===== config.mk =====
export PLATFORM = sky130hd
export DESIGN_NAME = wasm_cmp_stack
export DESIGN_NICKNAME = d
export VERILOG_FILES = /design/src/rtl/wasm_cmp_stack.sv
export SDC_FILE = /design/constraint.sdc
export NUM_CORES = 2
export LEC_CHECK = 0
export BUFFER_PORTS_ARGS = -buffer_cell sky130_fd_sc_hd__buf_4
export CAP_MARGIN = 15
export CORE_MARGIN = 5
export CORE_UTILIZATION = 61
export CTS_BUF_LIST = sky130_fd_sc_hd__clkbuf_16
export DETAILED_ROUTE_END_ITERATION = 10
export PLACE_DENSITY = 0.78
export SYNTH_ARGS = -nofsm -noshare
export SYNTH_HDL_FRONTEND = slang
export SYNTH_SLANG_ARGS = --single-unit

===== constraint.sdc =====
create_clock -name clk -period 13.3 [get_ports clk]
set_input_delay 1.995 -clock clk [delete_from_list [all_inputs] [get_ports clk]]
set_output_delay 1.995 -clock clk [all_outputs]
set_load 0.005 [all_outputs]

===== src/rtl/wasm_cmp_stack.sv =====
// wasm_cmp_stack: operand stack with a multi-cycle executor for the
// WebAssembly integer test/compare opcodes 0x45..0x5A (i32 and i64).
// A compare pops its operand(s), evaluates the flag and pushes an i32 0/1
// result back onto the stack.
//
// Ports:
//   clk, reset               clock, synchronous active-high reset
//   push_valid/push_data     push request and value; push_ready accepts it
//   op_valid/opcode          compare request and opcode; op_ready accepts it
//   done                     one-cycle pulse after the result has been pushed
//   result/result_empty      registered top of stack (0 when empty) / empty flag
//   depth                    current entry count
//   trap                     0 none, 1 underflow, 2 overflow, 3 invalid opcode
module wasm_cmp_stack #(
    parameter int DEPTH  = 16,
    parameter int DW     = 64,
    parameter int TRAP_W = 4
) (
    input  logic                       clk,
    input  logic                       reset,
    input  logic                       push_valid,
    input  logic [DW-1:0]              push_data,
    output logic                       push_ready,
    input  logic                       op_valid,
    input  logic [7:0]                 opcode,
    output logic                       op_ready,
    output logic                       done,
    output logic [DW-1:0]              result,
    output logic                       result_empty,
    output logic [$clog2(DEPTH+1)-1:0] depth,
    output logic [TRAP_W-1:0]          trap
);

    localparam int SPW = $clog2(DEPTH+1);
    localparam int AW  = (DEPTH > 1) ? $clog2(DEPTH) : 1;

    typedef enum logic [2:0] {IDLE, POP_B, POP_A, EXEC, PUSH, TRAP} state_t;

    state_t              state, state_next;
    logic [DW-1:0]       mem [DEPTH];
    logic [SPW-1:0]      sp;
    logic [TRAP_W-1:0]   trap_next;
    logic                push_take;
    logic                op_go;
    logic [7:0]          op_q;
    logic [DW-1:0]       a, b;
    logic                flag;
    logic [AW-1:0]       top_idx, below_idx, wr_idx;
    logic [DW-1:0]       top, below;

    function automatic logic is_eqz(input logic [7:0] op);
        return (op == 8'h45) || (op == 8'h50);
    endfunction

    function automatic logic is_cmp_op(input logic [7:0] op);
        return (op >= 8'h45) && (op <= 8'h5A);
    endfunction

    // i32 forms compare only the low words: sign- or zero-extend them to
    // 64 bits so both widths share one set of comparators.
    function automatic logic cmp_flag(input logic [7:0] op,
                                      input logic [63:0] x,
                                      input logic [63:0] y);
        logic               is64;
        logic [7:0]         off;
        logic [63:0]        xu, yu;
        logic signed [63:0] xs, ys;
        logic               f;
        is64 = (op >= 8'h50);
        off  = op - (is64 ? 8'h51 : 8'h46);
        xu   = is64 ? x : {32'h0, x[31:0]};
        yu   = is64 ? y : {32'h0, y[31:0]};
        xs   = is64 ? x : {{32{x[31]}}, x[31:0]};
        ys   = is64 ? y : {{32{y[31]}}, y[31:0]};
        f    = 1'b0;
        if (is_eqz(op)) begin
            f = (yu == 64'h0);
        end else begin
            case (off)
                8'd0:    f = (xu == yu);
                8'd1:    f = (xu != yu);
                8'd2:    f = (xs <  ys);
                8'd3:    f = (xu <  yu);
                8'd4:    f = (xs >  ys);
                8'd5:    f = (xu >  yu);
                8'd6:    f = (xs <= ys);
                8'd7:    f = (xu <= yu);
                8'd8:    f = (xs >= ys);
                8'd9:    f = (xu >= yu);
                default: f = 1'b0;
            endcase
        end
        return f;
    endfunction

    assign top_idx    = AW'(sp - SPW'(1));
    assign below_idx  = AW'(sp - SPW'(2));
    assign wr_idx     = AW'(sp);
    assign top        = mem[top_idx];
    assign below      = mem[below_idx];

    assign push_ready = (state == IDLE) && (trap == '0);
    assign op_ready   = (state == IDLE) && (trap == '0) && !push_valid;
    assign depth      = sp;

    always_ff @(posedge clk) begin
        if (reset) state <= IDLE;
        else       state <= state_next;
    end

    always_comb begin
        state_next = state;
        trap_next  = trap;
        push_take  = 1'b0;
        op_go      = 1'b0;
        case (state)
            IDLE: begin
                if (push_valid && push_ready) begin
                    if (sp == SPW'(DEPTH)) begin
                        trap_next  = TRAP_W'(2);
                        state_next = TRAP;
                    end else begin
                        push_take = 1'b1;
                    end
                end else if (op_valid && op_ready) begin
                    if (!is_cmp_op(opcode)) begin
                        trap_next  = TRAP_W'(3);
                        state_next = TRAP;
                    end else if (sp < (is_eqz(opcode) ? SPW'(1) : SPW'(2))) begin
                        trap_next  = TRAP_W'(1);
                        state_next = TRAP;
                    end else begin
                        op_go      = 1'b1;
                        state_next = POP_B;
                    end
                end
            end
            POP_B:   state_next = is_eqz(op_q) ? EXEC : POP_A;
            POP_A:   state_next = EXEC;
            EXEC:    state_next = PUSH;
            PUSH:    state_next = IDLE;
            TRAP:    state_next = TRAP;
            default: state_next = IDLE;
        endcase
    end

    // Control and observable outputs: result tracks the new top every time sp moves
    always_ff @(posedge clk) begin
        if (reset) begin
            sp           <= '0;
            result       <= '0;
            result_empty <= 1'b1;
            trap         <= '0;
            done         <= 1'b0;
        end else begin
            trap <= trap_next;
            done <= (state == PUSH);
            if (push_take) begin
                sp           <= sp + SPW'(1);
                result       <= push_data;
                result_empty <= 1'b0;
            end
            if ((state == POP_B) || (state == POP_A)) begin
                sp           <= sp - SPW'(1);
                result       <= (sp >= SPW'(2)) ? below : '0;
                result_empty <= (sp == SPW'(1));
            end
            if (state == PUSH) begin
                sp           <= sp + SPW'(1);
                result       <= {{(DW-1){1'b0}}, flag};
                result_empty <= 1'b0;
            end
        end
    end

    // Operand capture and flag evaluation
    always_ff @(posedge clk) begin
        if (op_go)           op_q <= opcode;
        if (state == POP_B)  b    <= top;
        if (state == POP_A)  a    <= top;
        if (state == EXEC)   flag <= cmp_flag(op_q, a[63:0], b[63:0]);
    end

    // Stack storage; a reset edge suppresses any write in flight
    always_ff @(posedge clk) begin
        if (!reset) begin
            if (push_take)           mem[wr_idx] <= push_data;
            else if (state == PUSH)  mem[wr_idx] <= {{(DW-1){1'b0}}, flag};
        end
    end

endmodule


[Word level (Yosys, flattened, before mapping)]
Memory sizes are Yosys's and may differ from the RTL's.
Cells that the tools add are included.
Storage, ports and cells
  register bits after elaboration: 215
  memory bits (writable): 1024
  input port bits: 76
  output and inout bits: 77
  word-level logic and storage cells: 121
  memories kept: 1
Memories
  mem: words 16, width 64, rd ports 2, clocked after memory_dff 0, write ports 1, RTL line 40  | logic [DW-1:0] mem [DEPTH];
Cells by class
  add/sub/neg operators: 4
  magnitude comparators: 13
  equal/unequal tests: 26
  multiplexer cells: 46
  bitwise gates (word level): 1
  reduce and logical (&&, ||, !) cells: 19
Operators with widths (number)
  $mux 64: 8
  $ge 64x64->1: 2
  $gt 64x64->1: 2
  $le 64x64->1: 2
  $lt 64x64->1: 2
  $eq 64x64->1: 1
  $logic_not 64->1: 1
  $ne 64x64->1: 1
  $eq 8x3->1 const B: 4
  $eq 8x7->1 const B: 4
  $mux 1: 21
  $mux 4: 5
  $mux 5: 4
  $eq 8x2->1 const B: 2
  $eq 8x4->1 const B: 2
  $ge 8x7->1 const B: 2
  $mux 3: 5
  $pmux 3 s5: 1
  $pmux 1 s10: 1
  $eq 8x1->1 const B: 1
  $le 8x7->1 const B: 1
  $logic_not 8->1: 1
  $sub 8x7->8: 1
  $eq 3x2->1 const B: 2
  24 further kinds: 33

[Depth between registers and ports, before layout]
  word-level depth: 9
  depth in mapped cells: 18
  gate-level depth less buffers: 15

[Least setup slack after synthesis]
OpenSTA, ideal clock, no wires.
  path type: register to register
  start point: reg state[2]
  end point: reg result[10]
  library setup time: 70 ps
  arrival: 7197 ps
  data required time: 13230 ps
  path slack: 6034 ps
  stages on the path, launching flop included: 8
  buffers on the path: 2
  clock period less this slack: 7266 ps
  cell sequence: dfxtp_1 > clkbuf_1 > nor3b_1 > nor2_1 > nor2_1 > clkbuf_1 > nand2_1 > a21oi_1
On the way
  word-level cells in the longest chain between the ends: 6
  elaborated cells between the ends (all ways): 12
  classes of those cells: eq/ne: 3; mux: 3; reduce/logical: 6
RTL lines
  start, declared: RTL line 39  | state_t state, state_next;
  start signal, assigned: RTL line 108  | else state <= state_next;
  $logic_not 3->1: RTL line 102, 116
  $logic_and 1x1->1: RTL line 102  | assign push_ready = (state == IDLE) && (trap == '0);
  $logic_and 1x1->1: RTL line 118  | if (push_valid && push_ready) begin
  $mux 1: RTL line 118
  $mux 1: RTL line 116  | case (state)
  $reduce_bool 2->1 (no line)
  end signal, assigned: RTL line 160  | result <= push_data;
  end signal, assigned: RTL line 165  | result <= (sp >= SPW'(2)) ? below : '0;
  end signal, assigned: RTL line 170  | result <= {{(DW-1){1'b0}}, flag};
  end, declared: RTL line 28  | output logic [DW-1:0] result,
Parallel ways exist; a longest one is shown, timed or not.
A chain may end at the register's enable or synchronous reset.

[Worst setup path after layout]
  start point: reg sp[1], in the netlist depth[1]
  end point: reg a[1] (data pin)
On the way
  word-level cells in the longest chain between the ends: 2
RTL lines
  start, declared: RTL line 41  | logic [SPW-1:0] sp;
  start signal, assigned: RTL line 159  | sp <= sp + SPW'(1);
  start signal, assigned: RTL line 164  | sp <= sp - SPW'(1);
  start signal, assigned: RTL line 169  | sp <= sp + SPW'(1);
  $sub 5x1->5
  $mem_v2 16x64
  via top[1]: RTL line 49  | logic [DW-1:0] top, below;
  end signal, assigned: RTL line 180  | if (state == POP_A) a <= top;
  end, declared: RTL line 46  | logic [DW-1:0] a, b;
The timed path passes the listed nets, and every way through them passes these cells.

==> results.md <==
Die:
- The floorplan has ~110 rows.
- The floorplan step defined a die boundary enclosing 0.100 sq mm.
- The die is 317 microns wide.
- The core area is 0.0935 sq mm.
- The vertical die dimension is around 320 microns.
- The initial core utilization is 0.615.
- The I/O pin count is approximately 150.

Power and ir drop:
- The maximum vdd ir drop is 0.000326 V.
- For this design the ratio of total power to cell area is 221 mW/mm^2.
- The reported leakage power is 20.7 nW.

GRT:
- The number of antenna violations at the first check in global routing is 4.
- Across every metal layer, demand over resource in global routing totals 0.311.
- After global routing the overflow that remains totals 0.
- Entering global routing, the biggest net connects ~130 pins.
- The first-pass GRT wire length is roughly 230 mm.
- The number of global-route vias before repair came to roughly 34,000.

Cells and area:
- 0 antenna diodes ended up in the layout.
- The layout overhead on the synthesized area is 12.0%.
- The number of fillers in the final layout is around 5,700.
- The share of layout cells above drive strength 1 is 0.330.
- In the final design database the tool counted 3,372 nets.
- The finished layout cell area is around 0.064 sq mm.

Clocking:
- The clock insertion delay at the later pin of the skew report is 0.72 ns.
- Counting every sink on the clock net gives 1,237.
- The maximum buffer depth of the clock tree is 3.
- The post-cts resize count is 0.
- The post-CTS setup buffer count is 0.
- The count of hold buffers inserted by post-cts repair is 0.
- In this run, CTS created clock tree buffers numbering 121.
- The clock edge transition at the registers on the reported setup and hold paths is 0.06 ns.
- TritonCTS built the clock tree.
- The tree is rooted in a clkbuf_16.
- In this run the number of H-tree levels came out at 3.

Yosys:
- The post-synthesis register bit count is roughly 1,200.
- The part of the Yosys area used for sequential elements is 0.633.
- In the synthesized netlist the async set-or-reset flop fraction comes to 0.
- The share of synthesized area in the top cell type comes to 0.606.
- The mean post-synth cell area is 18.8 sq um.
- The number of warning messages in the yosys log is 0.
- The prevailing post-synth register cell is edfxtp_1.
- Summed over all instances, the cell type with the most area after synthesis is edfxtp_1.
- Ranked by total cell area, the synthesized netlist is headed by edfxtp_1 (61%), mux4_2 (25%), dfxtp_1 (2.6%).
- In this run, distinct cell masters in the synthesized netlist total 68.
- By count the netlist is led by edfxtp_1 (1,161), mux4_2 (640), nand2_1 (173).
- The number of flops mapped to enable cells by yosys is 1,161.
- The synthesized netlist occupies a cell area of 0.0575 sq mm.
- edfxtp_1 is the most common cell in the netlist.
- The synthesized instance count is roughly 3,000.

Drt:
- The number of design-rule violations left by the first detailed-router iteration is 4,434.
- Once detail routing completed, the nets flagged for antenna violations numbered 0.
- The DRC violation count after routing is 0.
- The total via count in the routed design is 33,200.
- The wire length after detailed routing is around 150 mm.
- In the routed layout, each cell is associated on average with a via count of between 7 and 8.
- The average wire per cell in the routed design is 34.1 microns.
- The number of detailed-route iterations in the first pass is 5.

Placed design:
- The post-DP HPWL is 82.8 mm.
- The congestion estimate from routability-driven global placement came to 0.885.
- The number of port buffers is 150.
- The total placed instance area is 0.0602 sq mm.

Worst setup path:
- Counting cells, the worst reg-to-reg path comes to 7.
- The setup check on the worst reg-to-reg path leaves a slack of 7.60 ns.
- The worst setup path is captured at a flip-flop.
- At the worst endpoint, the required time is approximately 14 ns.
- The worst setup path is launched from a flip-flop.
- In this run the critical register-to-register path is launched from depth[1].
- The highest net fanout along the worst path is 54.
- The reg-to-reg endpoint is a[1].
- The data arrival time of the critical path is 6.13 ns.
- The worst setup path is of the reg2reg kind.

Hold path:
- The worst hold path passes through 2 cells.
- The hold path startpoint is trap[0].
- The endpoint with the worst hold slack is trap[0].
- The tightest min-delay check is of the reg2reg type.

Timing:
- The final count of negative-setup-slack endpoints is 0.
- Setup repair after global routing left no endpoint under its margin.
- At the pin with the least slew margin, the transition time is 1.22 ns.
- The worst pin sits at a relative slew slack of 0.184.
- The number of max-slew violations in the final report is 0.
- Based on the critical path, the design can be clocked at up to 176 MHz.
- On the final layout, the worst clock skew is 0.0356 ns.
- The final critical delay including setup and external delays is 5.70 ns.
- The final-report hold violation count is 0.
- In the final timing run, aggregate negative setup slack is 0 ns.
- The final cycle utilization of the critical path is 0.428.

Status:
- The flow ran to the end, and the final reports show no timing, DRC or antenna violations.

Flow run:
- Across the run, the number of max-cap violations was 0.
per-layer routing:
metal	GRT usage	wire, microns	vias to the layer above
met2	0.494	75300	2461
li1	-	-	13100
met5	0	0	-
met1	0.435	53700	17200
met4	0.115	6910	0
met3	0.0688	19100	422
kinds of logic (layout without fill, tap and decap cells):
logic type      count (synthesis)  after routing  synth area share
flops                        1237           1237             0.633
xor+xnor                       13             13           0.00198
compound gates                350            350            0.0340
mux                           642            642             0.251
fa+ha+maj                     109            109            0.0239
simple gates                  429            429            0.0377
buf+inv                       269            511            0.0184
other cells                     1              2         0.0000652
where the power goes:
| part | leakage (nW) | internal [mW] | total (mW) | switching [mW] |
|---|---|---|---|---|
| clock network | 2.08 | 2.10 | 3.59 | 1.49 |
| logic | 7.53 | 2.44 | 5.44 | 3.00 |
| registers | 11.1 | 4.95 | 5.20 | 0.252 |
| total | 20.7 | 9.49 | 14.2 | 4.75 |
registers in the layout (all words and copies together), names as in the netlist:
name,flops
b,64
flag,1
done,1
depth,5
a,64
mem,1024
op_q,8
trap,2
result_empty,1
state,3
result,64
through the flow:
step | power (mW) | hold WS (ns) | util | cells | setup slack (ns)
final | 14.2 | 0.521 | 0.689 | 4547 | 7.60
after global placement | 10.5 | 0.498 | 0.644 | 4317 | 7.51
after floorplan | 8.94 | 0.452 | - | 3051 | 6.03
after global routing | 14.8 | 0.550 | 0.689 | 4547 | 7.01
after CTS | 14.2 | 0.523 | 0.688 | 4546 | 7.44
after detailed placement | 10.6 | 0.515 | 0.644 | 4317 | 7.42
worst max-delay path, stage by stage, from the launching register on:
cell     delay, ns
dfxtp_4       0.93
inv_1         0.35
ha_4          0.62
buf_4         0.70
buf_4         0.83
buf_4         0.77
mux4_2        0.63
mux4_2        0.49
layout make-up:
| class | count | area [sq um] | share of cell area |
|---|---|---|---|
| sequential | 1237 | 36400 | 0.565 |
| multi-input combinational | 1545 | 20300 | 0.315 |
| clock buffer | 123 | 3080 | 0.0478 |
| timing repair buffer | 219 | 1700 | 0.0264 |
| tap | 1254 | 1570 | 0.0244 |
| clock inverter | 106 | 1090 | 0.0170 |
| inverter | 63 | 236 | 0.00367 |
how the worst max path moves through the flow:
stage          startpoint  cells after the start    endpoint  slack (ns)
2_1_floorplan    state[2]                      7  result[10]        6.03
3_3_place_gp     depth[0]                      7       a[62]        7.51
3_5_place_dp     depth[1]                      7        a[2]        7.42
4_1_cts          depth[1]                      7        a[1]        7.44
5_1_grt          depth[0]                      7       b[48]        7.01
6_report         depth[1]                      7        a[1]        7.60
cell usage in the layout (no fill, tap or decap), types with 3 or more instances in the layout:
cell / n
a21o_1: 14
nand4_1: 24
mux4_2: 640
a32oi_1: 3
edfxtp_1: 1161
a211oi_1: 6
o211ai_1: 4
dfxtp_1: 74
and3_1: 3
nand3_1: 14
and2_1: 17
o21ai_0: 149
clkinvlp_4: 10
inv_1: 81
nand2b_1: 25
nor2_4: 20
a21boi_0: 4
bufinv_16: 22
clkinv_1: 35
nor3b_1: 3
ha_1: 106
nand2_1: 172
nor2b_1: 68
buf_4: 215
a21oi_1: 141
or3_1: 3
nor2_1: 29
nor3_1: 8
buf_12: 3
clkbuf_16: 123
a31oi_1: 4
nor4_1: 24
xor2_1: 5
clkinv_2: 16
xnor2_1: 5
(Power assumes the default switching activity.)
